===== src/rtl/wisard_pkg.sv =====
// Shared constants and FSM state type for the WiSARD address stream generator.
package wisard_pkg;

    localparam int unsigned DEF_INDEX_WIDTH = 5;
    localparam int unsigned DEF_N_RAMS      = 27;
    localparam int unsigned DEF_ADDR_WIDTH  = 8;

    typedef enum logic {
        IDLE = 1'b0,
        SEND = 1'b1
    } state_t;

endpackage


===== src/rtl/wisard_beat_counter.sv =====
// Beat index counter: clear has priority over enable; last flags index N_RAMS-1.
module wisard_beat_counter
    import wisard_pkg::*;
#(
    parameter int unsigned INDEX_WIDTH = DEF_INDEX_WIDTH,
    parameter int unsigned N_RAMS      = DEF_N_RAMS
) (
    input  logic                   clk,
    input  logic                   rst,
    input  logic                   en_i,
    input  logic                   clr_i,
    output logic [INDEX_WIDTH-1:0] index_o,
    output logic                   last_o
);

    logic [INDEX_WIDTH-1:0] index_q;
    logic [INDEX_WIDTH-1:0] index_d;

    always_comb begin
        index_d = index_q;
        if (clr_i) begin
            index_d = '0;
        end else if (en_i) begin
            index_d = index_q + INDEX_WIDTH'(1);
        end
    end

    always_ff @(posedge clk or posedge rst) begin
        if (rst) begin
            index_q <= '0;
        end else begin
            index_q <= index_d;
        end
    end

    assign index_o = index_q;
    assign last_o  = (index_q == INDEX_WIDTH'(N_RAMS - 1));

endmodule


===== src/rtl/wisard_stream_gen.sv =====
// Serialises one packed WiSARD sample into N_RAMS address beats with sop/eop/index,
// accepting the next sample on the last-beat handshake so streams run back-to-back.
module wisard_stream_gen
    import wisard_pkg::*;
#(
    parameter int unsigned INDEX_WIDTH = DEF_INDEX_WIDTH,
    parameter int unsigned N_RAMS      = DEF_N_RAMS,
    parameter int unsigned ADDR_WIDTH  = DEF_ADDR_WIDTH
) (
    input  logic                         clk,
    input  logic                         rst,
    input  logic                         in_valid,
    output logic                         in_ready,
    input  logic [N_RAMS*ADDR_WIDTH-1:0] in_data,
    output logic                         src_valid,
    input  logic                         src_ready,
    output logic [ADDR_WIDTH-1:0]        src_data,
    output logic                         sop,
    output logic                         eop,
    output logic [INDEX_WIDTH-1:0]       index
);

    localparam int unsigned DATA_W = N_RAMS * ADDR_WIDTH;

    state_t              state_q;
    logic [DATA_W-1:0]   hold_q;
    logic                last;
    logic                beat_hs;
    logic                last_hs;
    logic                accept;

    assign src_valid = (state_q == SEND);
    assign beat_hs   = src_valid & src_ready;
    assign last_hs   = beat_hs & last;
    // Gated by rst so no sample is offered acceptance while reset is held.
    assign in_ready  = ~rst & ((state_q == IDLE) | last_hs);
    assign accept    = in_valid & in_ready;

    wisard_beat_counter #(
        .INDEX_WIDTH (INDEX_WIDTH),
        .N_RAMS      (N_RAMS)
    ) u_beat_counter (
        .clk     (clk),
        .rst     (rst),
        .en_i    (beat_hs),
        .clr_i   (accept | last_hs),
        .index_o (index),
        .last_o  (last)
    );

    always_ff @(posedge clk or posedge rst) begin
        if (rst) begin
            state_q <= IDLE;
            hold_q  <= '0;
        end else begin
            if (accept) begin
                hold_q  <= in_data;
                state_q <= SEND;
            end else if (last_hs) begin
                state_q <= IDLE;
            end
        end
    end

    // Beat select from the holding register, aligned with the current index.
    always_comb begin
        src_data = '0;
        for (int unsigned k = 0; k < N_RAMS; k++) begin
            if (index == INDEX_WIDTH'(k)) begin
                src_data = hold_q[k*ADDR_WIDTH +: ADDR_WIDTH];
            end
        end
    end

    assign sop = src_valid & (index == '0);
    assign eop = src_valid & last;

endmodule


===== config.mk =====
export PLATFORM = sky130hd
export DESIGN_NAME = wisard_stream_gen
export DESIGN_NICKNAME = d
export VERILOG_FILES = /design/src/rtl/wisard_pkg.sv /design/src/rtl/wisard_beat_counter.sv /design/src/rtl/wisard_stream_gen.sv
export SDC_FILE = /design/constraint.sdc
export NUM_CORES = 1
export LEC_CHECK = 0
export CORE_MARGIN = 2
export CORE_UTILIZATION = 35
export DETAILED_ROUTE_END_ITERATION = 8
export REMOVE_ABC_BUFFERS = 1
export SLEW_MARGIN = 20
export SYNTH_ARGS = -nofsm -noshare
export SYNTH_HDL_FRONTEND = slang
export SYNTH_SLANG_ARGS = --single-unit

===== constraint.sdc =====
create_clock -name clk -period 13.45 [get_ports clk]
set_input_delay 2.69 -clock clk [delete_from_list [all_inputs] [get_ports clk]]
set_output_delay 2.69 -clock clk [all_outputs]
set_load 0.02 [all_outputs]

# Word level (Yosys, flattened, before mapping)

Index checks and enable logic that the tools add are counted.

Flip-flop bits (word level): 222
Input port bits: 220
Output and inout port bits: 17
Word-level logic and storage cells: 74

Add/sub/neg operators: 1
Equal/unequal tests: 26
Multiplexer cells: 31
Bitwise operators: 10
Reduce and logical (&&, ||, !) cells: 3

Operators by type and width:

| operator                                                         | count |
|---|---|
| 8-bit 2-to-1 mux                                                 | 27 |
| 5-bit == test (second input constant)                            | 11 |
| 5-bit by 4-bit == test with 1-bit output (second input constant) | 8 |
| 5-bit by 3-bit == test with 1-bit output (second input constant) | 4 |
| 5-bit by 2-bit == test with 1-bit output (second input constant) | 2 |
| 5-bit 2-to-1 mux                                                 | 2 |
| 1-bit AND                                                        | 6 |
| 5-bit by 1-bit adder with 5-bit output (second input constant)   | 1 |
| 5-bit by 1-bit == test with 1-bit output (second input constant) | 1 |
| 5-bit logical NOT                                                | 1 |
| 2-bit nonzero test                                               | 2 |
| 1-bit 2-to-1 mux                                                 | 2 |
| 1-bit NOT                                                        | 2 |
| 1-bit OR                                                         | 2 |

# Longest topological paths before layout

Depth in word-level cells: 28
Depth in mapped cells: 13

# Modules after synthesis

A second synthesis with hierarchy kept.

Cells, all modules: 906
Area total of the unflattened synthesis: 11,123.2 µm²

Modules (own cells, without submodules):

| module              | times used | cells an instance | area an instance (µm²) |
|---|---|---|---|
| wisard_stream_gen   | 1          | 880               | 10,822.9 |
| wisard_beat_counter | 1          | 26                | 300.3 |

# Worst setup path after synthesis

Ideal clock, no wire load.

Path kind: register -> output
From: reg u_beat_counter.index_q[0] (netlist: u_beat_counter.index_o[0])
To: out src_data[7]
Data arrival time: 3,020 ps
Path slack: 7,740 ps
Stages on the path, launching flop included: 13
Path buffers: 5
Cell sequence: dfrtp_1 -> ha_1 -> buf_2 -> buf_2 -> buf_2 -> and3_1 -> ha_1 -> clkbuf_1 -> clkbuf_1 -> a2111oi_0 -> o2bb2ai_1 -> o311ai_1 -> o211ai_1

Longest elaborated chain between the ends: 28
Elaborated cells between the ends (all ways): 54
Classes of those cells: eq/ne: 26; mux: 27; reduce/logical: 1

Ends and longest elaborated chain:

| item                           | line                      | source |
|---|---|---|
| start, declared                | wisard_beat_counter.sv:16 | `logic [INDEX_WIDTH-1:0] index_q;` |
| start signal, assigned         | wisard_beat_counter.sv:32 | `index_q <= index_d;` |
| 5-bit logical NOT              | wisard_stream_gen.sv:69   | `if (index == INDEX_WIDTH'(k)) begin` |
| 8-bit 2-to-1 mux (26 in a row) | wisard_stream_gen.sv:69   |  |
| 8-bit 2-to-1 mux *             | wisard_stream_gen.sv:69   |  |
| end, declared                  | wisard_stream_gen.sv:17   | `output logic [ADDR_WIDTH-1:0] src_data,` |

Every way passes the cells marked *; elsewhere a longest branch is shown, timed or not.

# Final worst setup path

From: reg u_beat_counter.index_q[4] (netlist: u_beat_counter.index_o[4])
To: out src_data[7]

The elaborated chain is that of the path after synthesis.

==> summary.md <==
| Metric | Value |
|---|---|
| Post-route DRC violation count | `0` |
| ANT nets after route | `0` |
| Compound-Gate Fraction of Synth Area | `12.19%` |
| Max-cap violations | `0` |
| RSZ-0062 raised after global routing | `false` |
| Site Rows | `approximately 70` |
| Leakage | `~6.4 nW` |
| CP Launch Point | `u_beat_counter.index_o[4]` |
| Largest net degree at the start of global routing | `roughly 150` |
| Worst-Margin Slew | `just under 1 ns` |
| Post-CTS sizing | `0` |
| Tcrit/Tclk final | `around 53%` |
| Avg Inst Size Synth | `between 10 and 15 um^2` |
| Reg-to-Reg Start | `u_beat_counter.index_o[0]` |
| Synth async-reset ratio | `100.0%` |
| Final WS setup | `6.312 ns` |
| Top post-synthesis cells by area | `dfrtp_1, mux2_4, mux2_2` |
| HP Class | `reg -> reg` |
| Top cell type's share of synthesized area | `44.84%` |
| Xor/xnor cell area share of the yosys netlist | `0%` |
| # setup viols final | `0` |
| Setup Buffers After CTS | `0` |
| Critical Path Source Type | `flip-flop` |
| Router iterations before antenna repair | `5` |
| GPL Wtd Cong | `between 0.8 and 0.9` |
| Status | `complete, no violations` |
| Core box area | `around 0.035 mm^2` |
| Worst slew margin | `a little over a third` |
| Leading area contributor after synthesis | `dfrtp_1` |
| Io pins | `around 240` |
| Critical Setup Path Class | `reg -> out` |
| Post-DP HPWL | `27320 um` |
| Overall global routing resource usage | `20.63%` |
| Routed vias/inst | `between 5 and 6` |
| NetSw | `roughly 1.2 mW` |
| Pint | `between 2 and 2.5 mW` |
| Syn-to-layout area delta | `26.50%` |
| R2R Setup Slk | `8.57 ns` |
| Multi-input logic area | `roughly 0.006 mm^2` |
| Data required, critical path | `between 10 and 15 ns` |
| Peak Freq | `140.1 MHz` |
| Sequential-to-total area share from yosys stat | `~45%` |
| CTS clk-pin slew, worst paths | `~0.06 ns` |
| Initial core utilization | `35.69%` |
| Slew Viols, Final | `0` |
| Crit. End Element | `primary output` |
| Main combinational cell family by area after synthesis | `multiplexers` |
| Dominant synthesized flop cell | `dfrtp_1` |
| Yosys warnings | `0` |
| Sequential cell area | `~0.0056 mm^2` |
| Clock power frac | `a little over a fifth` |
| H-tree depth | `1` |
| Top-count cell post-synth | `dfrtp_1` |
| Clk_lat worst skew | `roughly 0.55 ns` |
| Skew final | `between 0.015 and 0.02 ns` |
| Worst path arrival time | `about 4.5 ns` |
| GR Overflow Total | `0` |
| Maximum clock insertion buffer count | `3` |
| Hold_sp | `hold_q[17]` |
| Vias | `8981` |
| Syn Std Cell Area | `0.01239 mm^2` |
| Mux cell area share after synthesis | `approximately 25%` |
| Antenna violations before repair | `6` |
| Full die area | `approximately 0.037 mm^2` |
| IO buf count | `between 200 and 250` |
| Vias in the first global route | `around 9200` |
| Hold Buf Count CTS | `0` |
| Global-route wire length before repair | `~57000 um` |
| EDFF count, synth | `0` |
| Layout cell share with drive strength beyond 1 | `about a quarter` |
| Synthesized instance count | `between 900 and 1000` |
| Sum Neg Setup Slack | `0 ns` |
| Fill cells | `around 3300` |
| Switching part of the total power | `approximately a third` |
| Sequential share of power | `~37%` |
| Pre-CTS setup slack | `~6.6 ns` |
| Worst IR Drop VDD | `roughly 0.00015 V` |
| Die H | `192.1 um` |
| CP Max Fanout | `62` |
| Die width | `about 190 um` |
| Synth cell types | `84` |
| Hold violation count in the final report | `0` |
| Pwr Density | `218.1 mW/mm^2` |
| Fin crit period | `7.138 ns` |
| Synth cell count leaders | `dfrtp_1, mux2_4, a21oi_1` |
| Synth Area in Adders | `0.5050%` |
| CTS tree | `built` |
| TritonCTS buffer count | `26` |
| Clock sink count | `about 220` |
| Final nets | `1408` |
| Iter 0 DRT Violations | `635` |
| Comb power frac | `between 40% and 50%` |
| Post-Synth Simple-Gate Area | `between 10% and 20%` |
| Routed wire length | `between 30000 and 40000 um` |
| Yosys reg bits | `222` |
| WL/cell | `23.26 um` |
| CTS Root Cell | `clkbuf_16` |
-- final timing paths --
check / to / depth (start not counted)
min in group asynchronous: hold_q[7] / 2
max reg2reg: hold_q[72] / 10
min reg2reg: hold_q[17] / 1
min: hold_q[17] / 1
max in group asynchronous: u_beat_counter.index_o[4] / 3
max: src_data[7] / 8
-- flip-flops by register name (all words and copies together) (netlist names) --
register,cells
hold_q,216
src_valid,1
u_beat_counter.index_o,5
-- worst max-delay path: stages (launching register included) --
cell and delay, ns:
dfrtp_2 0.34, buf_4 0.54, clkinv_1 0.47, ha_1 0.57, a2111oi_0 0.59, o2bb2ai_1 0.18, o311ai_1 0.21, o211ai_1 0.34
clkdlybuf4s50_1 0.67
-- routing by layer --
| layer | track usage, % | vias to the layer above | share of wire (%) |
|---|---|---|---|
| met4 | 5.079 | 6 | 2.5 |
| met5 | 0 | - | 0.11 |
| met3 | 4.312 | 56 | 6.8 |
| met2 | 31.59 | 327 | 44 |
| met1 | 29.68 | 4489 | 46 |
| li1 | - | 4103 | - |
-- metrics by stage --
| stage | util (%) | total power, mW | std cells | cell area, um^2 | hold slack [ns] |
|---|---|---|---|---|---|
| 6_report | 45.14 | 3.418 | 1661 | 15670 | 0.5082 |
| 5_1_grt | 45.13 | 3.585 | 1659 | 15670 | 0.5199 |
| 4_1_cts | 45.11 | 3.428 | 1658 | 15660 | 0.5127 |
| 3_5_place_dp | 42.45 | 2.652 | 1610 | 14730 | 0.4930 |
| 3_3_place_gp | 42.45 | 2.632 | 1610 | 14730 | 0.4864 |
| 2_1_floorplan | - | 2.115 | 908 | 11690 | 0.4718 |
-- cell usage in the layout, fill, tap and decap left out, types with 5 or more instances in the layout --
cell type	netlist	final
a211oi_1	12	12
a21o_1	7	7
a21oi_1	58	58
a221oi_1	6	6
a22oi_1	10	10
a31oi_1	6	6
and4b_1	7	7
and4bb_2	5	5
buf_4	9	10
clkbuf_16	0	26
clkbuf_8	0	8
clkdlybuf4s50_1	0	236
dfrtp_1	222	219
inv_1	17	16
mux2_2	42	42
mux2_4	174	174
nand2_1	34	34
nand2b_1	15	15
nand3_1	19	19
nand3b_1	7	7
nand4_1	5	5
nand4b_1	7	7
nand4bb_1	8	8
nor2_1	47	47
nor2b_1	8	8
nor3_1	13	13
nor3b_1	5	5
o211ai_1	7	7
o21ai_0	31	31
o21ai_1	9	9
o221ai_1	12	12
o22ai_1	21	21
o31ai_1	5	5
o32ai_1	6	6
-- area by class of cell --
type | count | area share, %
inverter | 18 | 0.5110
antenna | 3 | 0.04790
tap | 455 | 3.633
sequential | 222 | 35.47
timing repair buffer | 247 | 15.68
multi-input combinational | 668 | 38.75
clock buffer | 37 | 4.926
clock inverter | 11 | 0.9740
-- cells by family after synthesis --
family / Yosys count
adders and majority gates: 5
and+or+nand+nor: 221
muxes: 218
AOI/OAI and AO/OA: 224
DFF: 222
buffers and inverters: 94
-- power by group through the flow --
stage / Clock [mW] / Combinational, mW / Sequential, mW
6_report: 0.753 / 1.41 / 1.25
4_1_cts: 0.768 / 1.41 / 1.25
2_1_floorplan: 0 / 0.917 / 1.20
3_3_place_gp: 0 / 1.38 / 1.25
5_1_grt: 0.793 / 1.50 / 1.29
3_5_place_dp: 0 / 1.40 / 1.26
(Power assumes the default switching activity.)
